**config.mk**
```make
export PLATFORM = sky130hd
export DESIGN_NAME = attack_object_position_control
export DESIGN_NICKNAME = d
export VERILOG_FILES = /design/src/rtl/attack_object_position_control.sv
export SDC_FILE = /design/constraint.sdc
export NUM_CORES = 1
export LEC_CHECK = 0
export BUFFER_PORTS_ARGS = -buffer_cell sky130_fd_sc_hd__buf_2
export CAP_MARGIN = 20
export CELL_PAD_IN_SITES_DETAIL_PLACEMENT = 1
export CELL_PAD_IN_SITES_GLOBAL_PLACEMENT = 2
export CORE_MARGIN = 10
export CORE_UTILIZATION = 34
export DETAILED_ROUTE_END_ITERATION = 7
export PLACE_DENSITY_LB_ADDON = 0.1
export SETUP_SLACK_MARGIN = 0.3
export SLEW_MARGIN = 40
export SYNTH_ARGS = -nofsm -noshare
export SYNTH_HDL_FRONTEND = slang
export SYNTH_SLANG_ARGS = --single-unit
```
**constraint.sdc**
```tcl
create_clock -name clk -period 6.1 [get_ports clk]
set_input_delay 1.22 -clock clk [delete_from_list [all_inputs] [get_ports clk]]
set_output_delay 1.22 -clock clk [all_outputs]
set_load 0.02 [all_outputs]
```
**src/rtl/attack_object_position_control.sv**
```systemverilog
`default_nettype none
// ============================================================================
// Module      : attack_object_position_control
// Description : Holds one attack object for the renderer and collision check.
//               A descriptor is latched from the ROM reader through the
//               sync_attack_position / update_attack_position handshake. The
//               object then shows for WARN_TICKS frames without collision,
//               moves once per frame_tick, and is retired by its lifetime
//               timer and/or by reaching a screen edge, as destroy_trigger
//               selects.
// Ports       : clk, reset (sync, active-high)
//               frame_tick             - one-cycle pulse per video frame
//               sync_attack_position   - low = reader has a descriptor ready
//               update_attack_position - ack back to reader
//               types, colider_type, movement_direction, speed, pos_x, pos_y,
//               w, h, destroy_time, destroy_trigger - descriptor inputs
//               obj_x, obj_y, obj_w, obj_h, obj_type, obj_colider,
//               obj_visible, obj_collide_en - object state to the renderer
// Revision    : 1.0 - initial release
// ============================================================================
module attack_object_position_control #(
   parameter int SCREEN_W      = 640,
   parameter int SCREEN_H      = 480,
   parameter int WARN_TICKS    = 8,
   parameter int DESTROY_SCALE = 4
) (
   input  logic       clk,
   input  logic       reset,
   input  logic       frame_tick,
   input  logic       sync_attack_position,
   output logic       update_attack_position,
   input  logic [4:0] types,
   input  logic [1:0] colider_type,
   input  logic [2:0] movement_direction,
   input  logic [4:0] speed,
   input  logic [9:0] pos_x,
   input  logic [9:0] pos_y,
   input  logic [9:0] w,
   input  logic [9:0] h,
   input  logic [7:0] destroy_time,
   input  logic [1:0] destroy_trigger,
   output logic [9:0] obj_x,
   output logic [9:0] obj_y,
   output logic [9:0] obj_w,
   output logic [9:0] obj_h,
   output logic [4:0] obj_type,
   output logic [1:0] obj_colider,
   output logic       obj_visible,
   output logic       obj_collide_en
);

   typedef enum logic [1:0] {
      ST_IDLE   = 2'd0,
      ST_LOAD   = 2'd1,
      ST_WARN   = 2'd2,
      ST_ACTIVE = 2'd3
   } state_t;

   // Counter wide enough to hold WARN_TICKS-1.
   localparam int                c_WCW       = (WARN_TICKS > 2) ? $clog2(WARN_TICKS) : 1;
   localparam logic [c_WCW-1:0]  c_WARN_LAST = (WARN_TICKS > 0) ? c_WCW'(WARN_TICKS - 1) : '0;
   localparam logic [12:0]       c_SCALE     = 13'(DESTROY_SCALE);
   localparam logic [10:0]       c_SCREEN_W  = 11'(SCREEN_W);
   localparam logic [10:0]       c_SCREEN_H  = 11'(SCREEN_H);

   localparam logic [1:0] c_TRIG_TIMER = 2'd0;
   localparam logic [1:0] c_TRIG_EDGE  = 2'd1;
   localparam logic [1:0] c_TRIG_NEVER = 2'd2;
   localparam logic [1:0] c_TRIG_BOTH  = 2'd3;

   state_t            r_state;
   logic [2:0]        r_dir;
   logic [4:0]        r_speed;
   logic [9:0]        r_start_x;
   logic [9:0]        r_start_y;
   logic [7:0]        r_dtime;
   logic [1:0]        r_trig;
   logic [12:0]       r_life;
   logic [c_WCW-1:0]  r_warn_cnt;
   logic              r_start_clamped;

   logic [10:0]        w_max_x;
   logic [10:0]        w_max_y;
   logic [10:0]        w_ld_x;
   logic [10:0]        w_ld_y;
   logic signed [10:0] w_step;
   logic signed [10:0] w_nx;
   logic signed [10:0] w_ny;
   logic [10:0]        w_mx;
   logic [10:0]        w_my;
   logic               w_moving;
   logic               w_edge_hit;
   logic               w_timer_exp;
   logic               w_retire;
   logic               w_new_desc;

   // Clamp a signed coordinate into [0, maxv]. Returns {fired, value}.
   function automatic logic [10:0] f_clamp(input logic signed [10:0] v,
                                           input logic [10:0]        maxv);
      if (v < 0)
         return {1'b1, 10'd0};
      else if ($unsigned(v) > maxv)
         return {1'b1, maxv[9:0]};
      else
         return {1'b0, v[9:0]};
   endfunction

   // Oversized objects pin to 0 on that axis instead of going negative.
   assign w_max_x = ({1'b0, obj_w} >= c_SCREEN_W) ? 11'd0 : (c_SCREEN_W - {1'b0, obj_w});
   assign w_max_y = ({1'b0, obj_h} >= c_SCREEN_H) ? 11'd0 : (c_SCREEN_H - {1'b0, obj_h});

   assign w_ld_x = f_clamp($signed({1'b0, r_start_x}), w_max_x);
   assign w_ld_y = f_clamp($signed({1'b0, r_start_y}), w_max_y);

   assign w_step = $signed({6'd0, r_speed});

   always_comb begin
      w_nx = $signed({1'b0, obj_x});
      w_ny = $signed({1'b0, obj_y});
      case (r_dir)
         3'd1: w_ny = w_ny - w_step;                                // U
         3'd2: w_ny = w_ny + w_step;                                // D
         3'd3: w_nx = w_nx - w_step;                                // L
         3'd4: w_nx = w_nx + w_step;                                // R
         3'd5: begin w_nx = w_nx - w_step; w_ny = w_ny - w_step; end // UL
         3'd6: begin w_nx = w_nx + w_step; w_ny = w_ny - w_step; end // UR
         3'd7: begin w_nx = w_nx + w_step; w_ny = w_ny + w_step; end // DR
         default: ;
      endcase
   end

   assign w_mx = f_clamp(w_nx, w_max_x);
   assign w_my = f_clamp(w_ny, w_max_y);

   // A stationary object can only hit an edge if it was spawned outside
   // the playfield and pulled back in during LOAD.
   assign w_moving    = (r_speed != 5'd0) && (r_dir != 3'd0);
   assign w_edge_hit  = w_moving ? (w_mx[10] | w_my[10]) : r_start_clamped;
   assign w_timer_exp = (r_dtime != 8'd0) && (r_life == 13'd1);

   always_comb begin
      w_retire = 1'b0;
      case (r_trig)
         c_TRIG_TIMER: w_retire = w_timer_exp;
         c_TRIG_EDGE:  w_retire = w_edge_hit;
         c_TRIG_BOTH:  w_retire = w_timer_exp | w_edge_hit;
         c_TRIG_NEVER: w_retire = 1'b0;
         default:      w_retire = 1'b0;
      endcase
   end

   // Reader presents a descriptor and the previous ack has been released.
   assign w_new_desc = !sync_attack_position && !update_attack_position;

   always_ff @(posedge clk) begin
      if (reset) begin
         r_state                <= ST_IDLE;
         update_attack_position <= 1'b0;
         r_dir                  <= '0;
         r_speed                <= '0;
         r_start_x              <= '0;
         r_start_y              <= '0;
         r_dtime                <= '0;
         r_trig                 <= '0;
         r_life                 <= '0;
         r_warn_cnt             <= '0;
         r_start_clamped        <= 1'b0;
         obj_x                  <= '0;
         obj_y                  <= '0;
         obj_w                  <= '0;
         obj_h                  <= '0;
         obj_type               <= '0;
         obj_colider            <= '0;
         obj_visible            <= 1'b0;
         obj_collide_en         <= 1'b0;
      end else begin
         if (update_attack_position && sync_attack_position)
            update_attack_position <= 1'b0;

         if (w_new_desc) begin
            // Handshake pre-empts whatever the object was doing, including
            // a coincident frame_tick.
            obj_type               <= types;
            obj_colider            <= colider_type;
            obj_w                  <= w;
            obj_h                  <= h;
            r_dir                  <= movement_direction;
            r_speed                <= speed;
            r_start_x              <= pos_x;
            r_start_y              <= pos_y;
            r_dtime                <= destroy_time;
            r_trig                 <= destroy_trigger;
            update_attack_position <= 1'b1;
            obj_visible            <= 1'b0;
            obj_collide_en         <= 1'b0;
            r_state                <= ST_LOAD;
         end else begin
            case (r_state)
               ST_IDLE: ;

               ST_LOAD: begin
                  obj_x           <= w_ld_x[9:0];
                  obj_y           <= w_ld_y[9:0];
                  r_start_clamped <= w_ld_x[10] | w_ld_y[10];
                  obj_visible     <= 1'b1;
                  obj_collide_en  <= 1'b0;
                  r_warn_cnt      <= '0;
                  r_life          <= {5'd0, r_dtime} * c_SCALE;
                  if (WARN_TICKS == 0) begin
                     obj_collide_en <= 1'b1;
                     r_state        <= ST_ACTIVE;
                  end else begin
                     r_state        <= ST_WARN;
                  end
               end

               ST_WARN: begin
                  if (frame_tick) begin
                     r_warn_cnt <= r_warn_cnt + 1'b1;
                     if (r_warn_cnt == c_WARN_LAST) begin
                        obj_collide_en <= 1'b1;
                        r_state        <= ST_ACTIVE;
                     end
                  end
               end

               ST_ACTIVE: begin
                  if (frame_tick) begin
                     obj_x <= w_mx[9:0];
                     obj_y <= w_my[9:0];
                     if (r_life != 13'd0)
                        r_life <= r_life - 13'd1;
                     // Retirement uses the position from this same tick.
                     if (w_retire) begin
                        obj_visible    <= 1'b0;
                        obj_collide_en <= 1'b0;
                        r_state        <= ST_IDLE;
                     end
                  end
               end

               default: r_state <= ST_IDLE;
            endcase
         end
      end
   end

endmodule
`default_nettype wire

```
==> flow_summary.json, run 1 <==
{
  "run_status": "finished, final reports clean",
  "clock_tree.root_cell": "clkbuf_16",
  "power.total_mw": 2.22,
  "yosysWarnings": 0,
  "timing_max_transition_violations_final": 0,
  "cts.repair_timing.setup_buffer_count": 0,
  "grt_start_max_net_pins": 72,
  "hold_slack_ns": 0.498,
  "place_congestion": 0.831,
  "initial_core_util_pct": 34.8,
  "synth_area_leader_cell": "dfxtp_1",
  "critPathSlowestCell": "fa_1",
  "critical_path_end_type": "flop",
  "worst_ep_required_time_ns": 6.33,
  "antenna_violating_nets_post_route": 0,
  "grt_overflow_total": 0,
  "routedWlPerCell_um": 18.8,
  "flow.area_growth_from_synthesis_pct": 15.6,
  "mappedNetlistArea_um2": 7610,
  "crit_path_cell_trace": "inv_1, ha_1, mux2_2, mux2_2, fa_1, a211oi_1, o211ai_1, a41oi_1, mux2_2, ha_1, nand3_1, nor3_1, a221oi_1, a21oi_1, mux2_2, a221oi_1, nor3_1",
  "area_share_of_the_largest_cell_type_after_synthesis_pct": 28.2,
  "pre_cts_ws_ns": 0.996,
  "grt_setup_unrepaired": "no",
  "remaining_drc_errors": 0,
  "first_iter_violations": 269,
  "worst-endpoint-arrival_ns": 5.31,
  "timing.slew.headroom_pct": 53.0,
  "ys_seq_elements": 107,
  "setup_viol_count_final": 0,
  "netlist_instances": 934,
  "achievable_frequency_mhz": 197,
  "cts_hold_buffers": 0,
  "ys_seq_area_share_pct": 28.2,
  "final_net_count": 1179,
  "synthArstFlopShare_pct": 0,
  "hold_path.class": "flop to flop",
  "placeableCoreArea_um2": 21900,
  "grt_pass1_wl_um": 39900,
  "number_of_h_tree_branching_levels": 3,
  "final_layout_size_suffix_gt1_share_pct": 18.1,
  "boundaryPins": 119,
  "final_routed_wirelength_um": 24800,
  "portBuffers": 118,
  "tritoncts.num_buffers": 9,
  "critPathMaxFanout": 8,
  "timing.setup.tns_ns": 0,
  "vias": 6985,
  "clk_path_buf_depth": 2,
  "timing_worst_slew_pin_value_ns": 0.701,
  "dpl.hpwl_um": 19300,
  "avg_inst_size_synth_um2": 8.15,
  "floorplan.rows": 54,
  "cpLargestDelayFamily": "compound AO/OA/AOI/OAI gates",
  "power-per-cell-area_nw_per_um2": 252,
  "tritoncts": "built",
  "worst_skew_late_latency_ns": 0.37,
  "die_y_um": 170,
  "drt_pre_antenna_iters": 4,
  "cp_num_buf_inv": 1,
  "drt-vias-per-instance": 5.30,
  "synthTopCellsByArea": "dfxtp_1 (28%), ha_1 (12%), mux2i_1 (11%)",
  "post_synthesis_cell_type_count": 68,
  "antenna_found_initial": 2,
  "insertedDiodeCount": 0,
  "leakage_nw": 4.02,
  "skew_ns": 0.0143,
  "die_w_um": 170,
  "worstSetupPathType": "flop to flop",
  "critical-path-top-cell-by-count": "mux2_2",
  "post-route-period-util_pct": 83.3,
  "track_usage_pct": 17.0,
  "postLayoutSetupSlackWorst_ns": 1.02,
  "final_design_area_no_fill_um2": 8800,
  "dpl_cell_area_um2": 8490,
  "post_synth_edffs": 0,
  "crit_path_start_kind": "flop",
  "drv_cap": 0,
  "vias_in_the_first_global_route": 7326,
  "post-route-min-period_ns": 5.08,
  "clock-sinks": 107,
  "timing.final.hold_violations": 0,
  "cts.repair.resized": 0,
  "dieArea_um2": 28800,
  "cts.reportedPaths.clkPinSlew_ns": 0.08,
  "top_reg_cell_synth": "dfxtp_1",
  "vdd_ir_drop_max_v": 0.000133,
  "cp_slowest_stage_delay_ns": 0.45
}
## power breakdown
part           switching [mW]  internal, mW
combinational           0.474         0.327
clock                   0.319         0.293
sequential             0.0616         0.744
## placed cells by master (no fill, tap or decap), types with 4 or more instances in the layout
| cell | netlist | layout |
|---|---|---|
| a211oi_1 | 13 | 13 |
| a21boi_0 | 5 | 5 |
| a21o_1 | 10 | 10 |
| a21oi_1 | 56 | 56 |
| a221oi_1 | 7 | 7 |
| a22o_1 | 4 | 4 |
| a22oi_1 | 4 | 4 |
| a311oi_1 | 6 | 6 |
| a31oi_1 | 6 | 6 |
| and2_1 | 4 | 4 |
| and3_1 | 5 | 5 |
| buf_2 | 4 | 117 |
| buf_4 | 0 | 11 |
| clkbuf_16 | 0 | 9 |
| dfxtp_1 | 107 | 107 |
| ha_1 | 75 | 74 |
| inv_1 | 40 | 40 |
| mux2_2 | 16 | 16 |
| mux2i_1 | 80 | 80 |
| nand2_1 | 67 | 67 |
| nand2b_1 | 7 | 7 |
| nand3_1 | 15 | 15 |
| nand4_1 | 7 | 7 |
| nor2_1 | 131 | 130 |
| nor2b_1 | 5 | 5 |
| nor3_1 | 36 | 36 |
| nor4_1 | 9 | 9 |
| o211ai_1 | 13 | 13 |
| o21a_1 | 6 | 6 |
| o21ai_0 | 50 | 50 |
| o21ai_1 | 7 | 7 |
| o31ai_1 | 9 | 9 |
| or2_2 | 4 | 4 |
| or3_1 | 6 | 6 |
| xnor2_1 | 16 | 16 |
| xor2_1 | 14 | 14 |
## through the flow
stage / utilization [%] / instances
floorplan: - / 935
global placement: 38.8 / 1302
detailed placement: 38.8 / 1302
CTS: 40.2 / 1318
global route: 40.2 / 1318
finish: 40.2 / 1318
## Yosys cell counts (13+ instances only)
library cell and instances:
a211oi_1 13, nor3_1 36, xnor2_1 16, nand2_1 67
a21oi_1 56, clkbuf_1 35, nor2_1 131, o21ai_0 50
ha_1 75, mux2i_1 80, inv_1 40, o211ai_1 13
xor2_1 14, mux2_2 16, dfxtp_1 107, nand3_1 15
## cells by family (layout without fill, tap and decap cells)
logic type	Yosys count	count (layout)	synth area share [%]
AO/OA/AOI/OAI	218	218	18.5
XOR/XNOR	30	30	3.45
adder cells (fa/ha/maj)	77	77	12.9
buffers and inverters	85	188	4.26
flip-flops	107	107	28.2
multiplexers	96	96	12.9
other	1	2	0.0493
AND/OR/NAND/NOR	320	320	19.8
## layout make-up
type	count	area [um2]
clock inverter	7	77.6
inverter	43	161
clock buffer	9	225
multi-input combinational	743	5160
tap	280	350
timing repair buffer	129	679
fill	2746	13100
sequential	107	2140
## layer usage
layer / GRT usage [%] / vias to the layer above / wire [um]
li1: - / 3554 / -
met1: 23.4 / 3305 / 12700
met2: 25.9 / 107 / 10600
met3: 4.28 / 17 / 1140
met4: 3.94 / 2 / 284
met5: 0 / - / 13
## sequential cells by signal (all words and copies together), names as in the netlist
name and count:
obj_colider 2, r_start_y 10, obj_h 10, r_trig 2, r_dtime 8, obj_w 10
obj_visible 1, r_start_clamped 1, r_life 13, obj_collide_en 1, obj_y 10, r_speed 5
r_start_x 10, r_warn_cnt 3, r_state 2, obj_x 10, obj_type 5, r_dir 3
update_attack_position 1
## final timing paths
kind / start / end / slack [ns] / cells after the start
worst max-delay path: r_dir[0] / obj_y[1] / 1.02 / 17
worst min register to register: r_life[12] / r_life[12] / 0.50 / 1
worst max register to register: r_dir[0] / obj_y[1] / 1.02 / 17
worst min-delay path: r_life[12] / r_life[12] / 0.50 / 1
Power figures use the tool's default switching activity.
==> inputs of run 2 (changes only) <==
- clock period: 6.1 -> 4.9 ns (I/O delays scaled with it)
==> run 2 against run 1 <==
  * Clock power up 32%
  * Critical path depth is 3 higher
  * Design area increased by 6.4%
  * Sequential share of layout area decreased by 1.3 points
  * Clock skew decreased by 0.0031 ns
  * Hold slack worse by 0.0065 ns
  * Register-to-register slack lost 0.57 ns
  * Critical path type unchanged
  * Critical endpoint is now obj_y[4]
  * Highest routed layer unchanged
==> flow_summary.json, run 2 (synthesis gave the netlist of run 1 again) <==
{
  "vias": 7160,
  "insertedDiodeCount": 0,
  "layout_commonest_cell": "nor2_1",
  "timing.rr.start": "r_dir[0]",
  "final_routed_wirelength_um": 25800,
  "initial_core_util_pct": 34.8,
  "antenna_violating_nets_post_route": 0,
  "setup_viol_count_final": 0,
  "die_y_um": 170,
  "timing.final.hold_violations": 0,
  "achievable_frequency_mhz": 225,
  "power-per-cell-area_nw_per_um2": 319,
  "hold_path_end": "r_life[12]",
  "number_of_h_tree_branching_levels": 3,
  "drv_cap": 0,
  "critical_path_end_type": "flop",
  "hold_path.class": "flop to flop",
  "die_w_um": 170,
  "skew_ns": 0.0112,
  "run_status": "finished, final reports clean",
  "timing_worst_slew_pin_value_ns": 0.798,
  "portBuffers": 118,
  "timing.slew.headroom_pct": 46.8,
  "hold_path_stages": 1,
  "clock_tree.root_cell": "clkbuf_16",
  "worstSetupPathType": "flop to flop",
  "cpLargestDelayFamily": "compound AO/OA/AOI/OAI gates",
  "post-route-min-period_ns": 4.45,
  "timing_max_transition_violations_final": 0,
  "dieArea_um2": 28800,
  "power_frac_clock_pct": 27.0,
  "combPwrFrac_pct": 39.4,
  "largest_reg_by_ff_count": "r_life",
  "clock-sinks": 107,
  "largest_reg_flops": 13,
  "cts.reportedPaths.clkPinSlew_ns": 0.09,
  "sw_frac_of_total_pct": 38.2,
  "clk_path_buf_depth": 2,
  "worst-r2r-cell-count": 20,
  "worst_ep_required_time_ns": 5.13,
  "power_report.internal_total_mw": 1.85,
  "leakage_nw": 4.18,
  "post-route-period-util_pct": 90.8,
  "power.net_switching_mw": 1.14,
  "final_net_count": 1196,
  "placeableCoreArea_um2": 21900,
  "tritoncts.num_buffers": 9,
  "place_congestion": 0.828,
  "postLayoutSetupSlackWorst_ns": 0.452,
  "flow.area_growth_from_synthesis_pct": 23.1,
  "critPathSlowestCell": "a2111oi_4",
  "r2r-end": "obj_y[4]",
  "cp_num_buf_inv": 2,
  "register_area_um2": 2160,
  "layout_common_cells": "nor2_1 (125), buf_2 (117), dfxtp_1 (103)",
  "pre_cts_ws_ns": -0.0563,
  "drt-vias-per-instance": 5.36,
  "crit_path_start_kind": "flop",
  "grt_overflow_total": 0,
  "track_usage_pct": 17.6,
  "cts_hold_buffers": 0,
  "tritoncts": "built",
  "holdCritStartpoint": "r_life[12]",
  "critPathMaxFanout": 8,
  "boundaryPins": 119,
  "remaining_drc_errors": 0,
  "routedWlPerCell_um": 19.3,
  "vias_in_the_first_global_route": 7423,
  "final_layout_size_suffix_gt1_share_pct": 24.7,
  "grt_setup_unrepaired": "yes",
  "pwr-share-seq_pct": 33.6,
  "final.fill_count": 2667,
  "final_cell_count_no_fill": 1335,
  "vdd_ir_drop_max_v": 0.000176,
  "grt_start_max_net_pins": 76,
  "multi_input_comb_area_um2": 5530,
  "drt_pre_antenna_iters": 4,
  "placed_cells_incl_taps": 1306,
  "worst-endpoint-arrival_ns": 4.68,
  "reg2reg_slack_ns": 0.45,
  "first_iter_violations": 312,
  "cp_slowest_stage_delay_ns": 0.39,
  "dpl.hpwl_um": 19600,
  "worst_skew_late_latency_ns": 0.36,
  "floorplan.rows": 54,
  "grt_pass1_wl_um": 41100,
  "crit_path_cell_trace": "inv_1, ha_2, mux2_4, nor2_2, xor2_1, ha_2, o21ai_2, o21a_1, o31ai_4, a2111oi_4, nor3_2, ha_1, nand3_4, nor3_4, a221oi_2, a21oi_2, buf_6, mux2_2, a221oi_2, nor3_1",
  "antenna_found_initial": 1
}
[run 2: changes by cell type in the layout (fill, tap and decap cells not counted), sizes merged]
cell    previous run  this run
clkbuf             9        10
buf              129       145
inv               47        46
bufinv             0         1
[run 2: per-layer routing]
| layer | share of wire [%] | track usage (%) | vias to the layer above |
|---|---|---|---|
| li1 | - | - | 3597 |
| met1 | 48 | 23.2 | 3432 |
| met2 | 46 | 28.6 | 114 |
| met3 | 4.7 | 4.35 | 15 |
| met4 | 0.95 | 2.96 | 2 |
| met5 | 0.050 | 0 | - |
[run 2: what timing repair did]
action / 4_1_cts / 5_1_grt
setup buffers: 6 / 6
pin swaps: 9 / 35
setup endpoints to repair: 18 / 24
gates cloned: 0 / 1
resized for setup: 21 / 66
[run 2: worst register-to-register path, stage by stage (launching register included)]
cell and delay, ns:
dfxtp_4 0.37, inv_1 0.07, ha_2 0.21, mux2_4 0.33, nor2_2 0.10, xor2_1 0.21, ha_2 0.35, o21ai_2 0.15
o21a_1 0.21, o31ai_4 0.11, a2111oi_4 0.39, nor3_2 0.10, ha_1 0.36, nand3_4 0.11, nor3_4 0.20, a221oi_2 0.09
a21oi_2 0.15, buf_6 0.14, mux2_2 0.34, a221oi_2 0.25, nor3_1 0.08
[run 2: power groups by stage]
stage | logic, mW | registers [mW] | clock network [mW]
after detailed placement | 1.02 | 1.02 | 0
final | 1.18 | 1.00 | 0.806
after floorplan | 0.697 | 1.03 | 0
after CTS | 1.06 | 1.01 | 0.836
after global placement | 1.02 | 1.02 | 0
after global routing | 1.31 | 1.02 | 0.860
[run 2: worst max-delay path by stage]
stage | start | to | cells past startpoint
floorplan | r_dir[0] | obj_x[3] | 20
global placement | r_dir[0] | obj_y[1] | 17
detailed placement | r_dir[0] | obj_y[4] | 17
CTS | r_dir[0] | obj_y[4] | 19
global route | r_dir[0] | obj_y[4] | 20
finish | r_dir[0] | obj_y[4] | 20
[run 2: cell type report]
class	instances	area share [%]
repair buffers	146	9.02
multi-input cells	743	59.1
clock buffers	9	2.41
inverters	43	1.72
well taps	280	3.74
flip-flops and latches	107	23.0
clock inverters	7	1.00
[run 2: metrics by stage]
stage / hold WS, ns / power [mW] / cell area [um2] / setup TNS, ns / utilization (%)
after CTS: 0.492 / 2.91 / 8990 / 0 / 41.1
after global placement: 0.468 / 2.04 / 8540 / 0 / 39.0
after detailed placement: 0.475 / 2.05 / 8540 / -0.163 / 39.0
after floorplan: 0.454 / 1.73 / 7620 / 0 / -
after global routing: 0.502 / 3.19 / 9360 / 0 / 42.8
final: 0.491 / 2.99 / 9360 / 0 / 42.8
==> inputs of run 3 (changes only) <==
- GPL_TIMING_DRIVEN: default -> 0
- PLACE_DENSITY: default -> 0.78
- PLACE_DENSITY_LB_ADDON: 0.1 -> default
- REMOVE_ABC_BUFFERS: default -> 1
==> run 3 against run 2 <==
  * Non-clock buffer count increased by 2
  * Flip-flop and latch count unchanged
  * Critical path depth increased by 1
  * Die area unchanged
==> flow_summary.json, run 3 (synthesis gave the netlist of run 1 again) <==
{
  "run_status": "finished, final reports clean",
  "die_w_um": 170,
  "vdd_ir_drop_max_v": 0.000159,
  "critPathMaxFanout": 6,
  "post-route-min-period_ns": 4.48,
  "combPwrFrac_pct": 40.7,
  "tritoncts": "built",
  "drt_pre_antenna_iters": 4,
  "grt_start_max_net_pins": 71,
  "pwr-share-seq_pct": 34.0,
  "hold_slack_ns": 0.492,
  "grt_setup_unrepaired": "yes",
  "floorplan.rows": 54,
  "clock_tree.root_cell": "clkbuf_16",
  "wl_met2_um": 11200,
  "flow.area_growth_from_synthesis_pct": 25.5,
  "routedWlPerCell_um": 17.5,
  "met3_length_um": 783,
  "first_iter_violations": 250,
  "grt_pass1_wl_um": 37600,
  "final_cell_count_no_fill": 1337,
  "sw_frac_of_total_pct": 38.3,
  "critical-path-top-cell-by-count": "ha_4",
  "crit_path_start_kind": "flop",
  "antenna_found_initial": 0,
  "final_layout_size_suffix_gt1_share_pct": 26.3,
  "timing_worst_slew_pin_value_ns": 0.866,
  "number_of_h_tree_branching_levels": 3,
  "track_usage_pct": 15.6,
  "placed_cells_incl_taps": 1297,
  "timing.final.hold_violations": 0,
  "timing.slew.headroom_pct": 41.9,
  "power_frac_clock_pct": 25.3,
  "final.fill_count": 2651,
  "tritoncts.num_buffers": 9,
  "clock-sinks": 107,
  "clk_path_buf_depth": 2,
  "worst-endpoint-arrival_ns": 4.72,
  "power-per-cell-area_nw_per_um2": 308,
  "routedLengthMet1_um": 11100,
  "layout_common_cells": "nor2_1 (123), buf_2 (117), dfxtp_1 (103)",
  "achievable_frequency_mhz": 223,
  "worst_ep_required_time_ns": 5.15,
  "cts_hold_buffers": 0,
  "vias": 7140,
  "initial_core_util_pct": 34.8,
  "post-route-period-util_pct": 91.4,
  "setup_viol_count_final": 0,
  "cpLargestDelayFamily": "compound AO/OA/AOI/OAI gates",
  "critPathSlowestCell": "dfxtp_4",
  "final_net_count": 1198,
  "layout_commonest_cell": "nor2_1",
  "drt-vias-per-instance": 5.34,
  "cp_slowest_stage_delay_ns": 0.39,
  "skew_ns": 0.0133,
  "drv_cap": 0,
  "portBuffers": 118,
  "register_area_um2": 2160,
  "timing_max_transition_violations_final": 0,
  "final_routed_wirelength_um": 23400,
  "cts.reportedPaths.clkPinSlew_ns": 0.09,
  "worstSetupPathType": "flop to flop",
  "crit_path_cell_trace": "inv_2, ha_4, nor3b_4, ha_1, mux2_2, ha_4, a21o_1, a22o_4, o2111ai_4, a211oi_2, nor2_1, inv_1, ha_4, nand4_1, nor3_2, a21oi_2, a31oi_4, buf_4, mux2_2, a21oi_2, a211oi_2",
  "remaining_drc_errors": 0,
  "critical_path_end_type": "flop",
  "grt_overflow_total": 0,
  "dieArea_um2": 28800,
  "power.net_switching_mw": 1.13,
  "top_signal_layer_used": "met4",
  "largest_reg_flops": 13,
  "placeableCoreArea_um2": 21900,
  "leakage_nw": 4.22,
  "place_congestion": 0.813,
  "dpl.hpwl_um": 17500,
  "boundaryPins": 119,
  "multi_input_comb_area_um2": 5690,
  "largest_reg_by_ff_count": "r_life",
  "power_report.internal_total_mw": 1.81,
  "hold_path.class": "flop to flop",
  "antenna_violating_nets_post_route": 0,
  "die_y_um": 170,
  "worst_skew_late_latency_ns": 0.37,
  "cp_num_buf_inv": 3,
  "insertedDiodeCount": 0,
  "timing.setup.tns_ns": 0,
  "vias_in_the_first_global_route": 7391
}
## run 3: cell types whose count changed in the layout (fill, tap and decap cells not counted), sizes merged
cell | before | now
bufinv | 1 | 0
buf | 145 | 148
clkinvlp | 0 | 2
clkinv | 3 | 2
inv | 46 | 45
## run 3: worst paths after layout
| kind | start | to | slack, ns | depth (start not counted) |
|---|---|---|---|---|
| max | r_speed[0] | obj_x[1] | 0.42 | 21 |
| min | r_life[12] | r_life[12] | 0.49 | 1 |
| max reg2reg | r_speed[0] | obj_x[1] | 0.42 | 21 |
| min reg2reg | r_life[12] | r_life[12] | 0.49 | 1 |
## run 3: layer usage
layer | vias to the layer above | global-route usage, %
met2 | 84 | 26.6
met3 | 15 | 2.96
met1 | 3445 | 19.9
met4 | 0 | 3.34
met5 | - | 0
li1 | 3596 | -
## run 3: power by group through the flow
stage | Sequential, mW | Clock [mW] | Combinational [mW]
after floorplan | 1.03 | 0 | 0.684
after global placement | 1.02 | 0 | 0.968
after detailed placement | 1.02 | 0 | 0.999
after CTS | 0.999 | 0.779 | 1.08
after global routing | 1.01 | 0.805 | 1.33
final | 1.00 | 0.744 | 1.20
## run 3: cell type report
cell class / count / share of cell area [%]
multi-input combinational: 743 / 59.6
sequential: 107 / 22.6
timing repair buffer: 148 / 9.40
tap: 280 / 3.67
clock buffer: 10 / 2.40
inverter: 43 / 1.74
clock inverter: 6 / 0.629
## run 3: metrics by stage
stage | area, um2 | setup WS [ns] | util [%] | power [mW]
2_1_floorplan | 7450 | -0.514 | - | 1.71
3_3_place_gp | 8390 | -3.28 | 38.3 | 1.98
3_5_place_dp | 8560 | -0.571 | 39.1 | 2.02
4_1_cts | 9110 | 0.296 | 41.6 | 2.86
5_1_grt | 9550 | 0.183 | 43.6 | 3.15
6_report | 9550 | 0.423 | 43.6 | 2.94
## run 3: what timing repair did
item,4_1_cts,5_1_grt
setup buffers,14,10
pin swaps,13,48
resized for setup,36,75
endpoints found under the hold margin,0,0
endpoints found under the setup margin,24,23
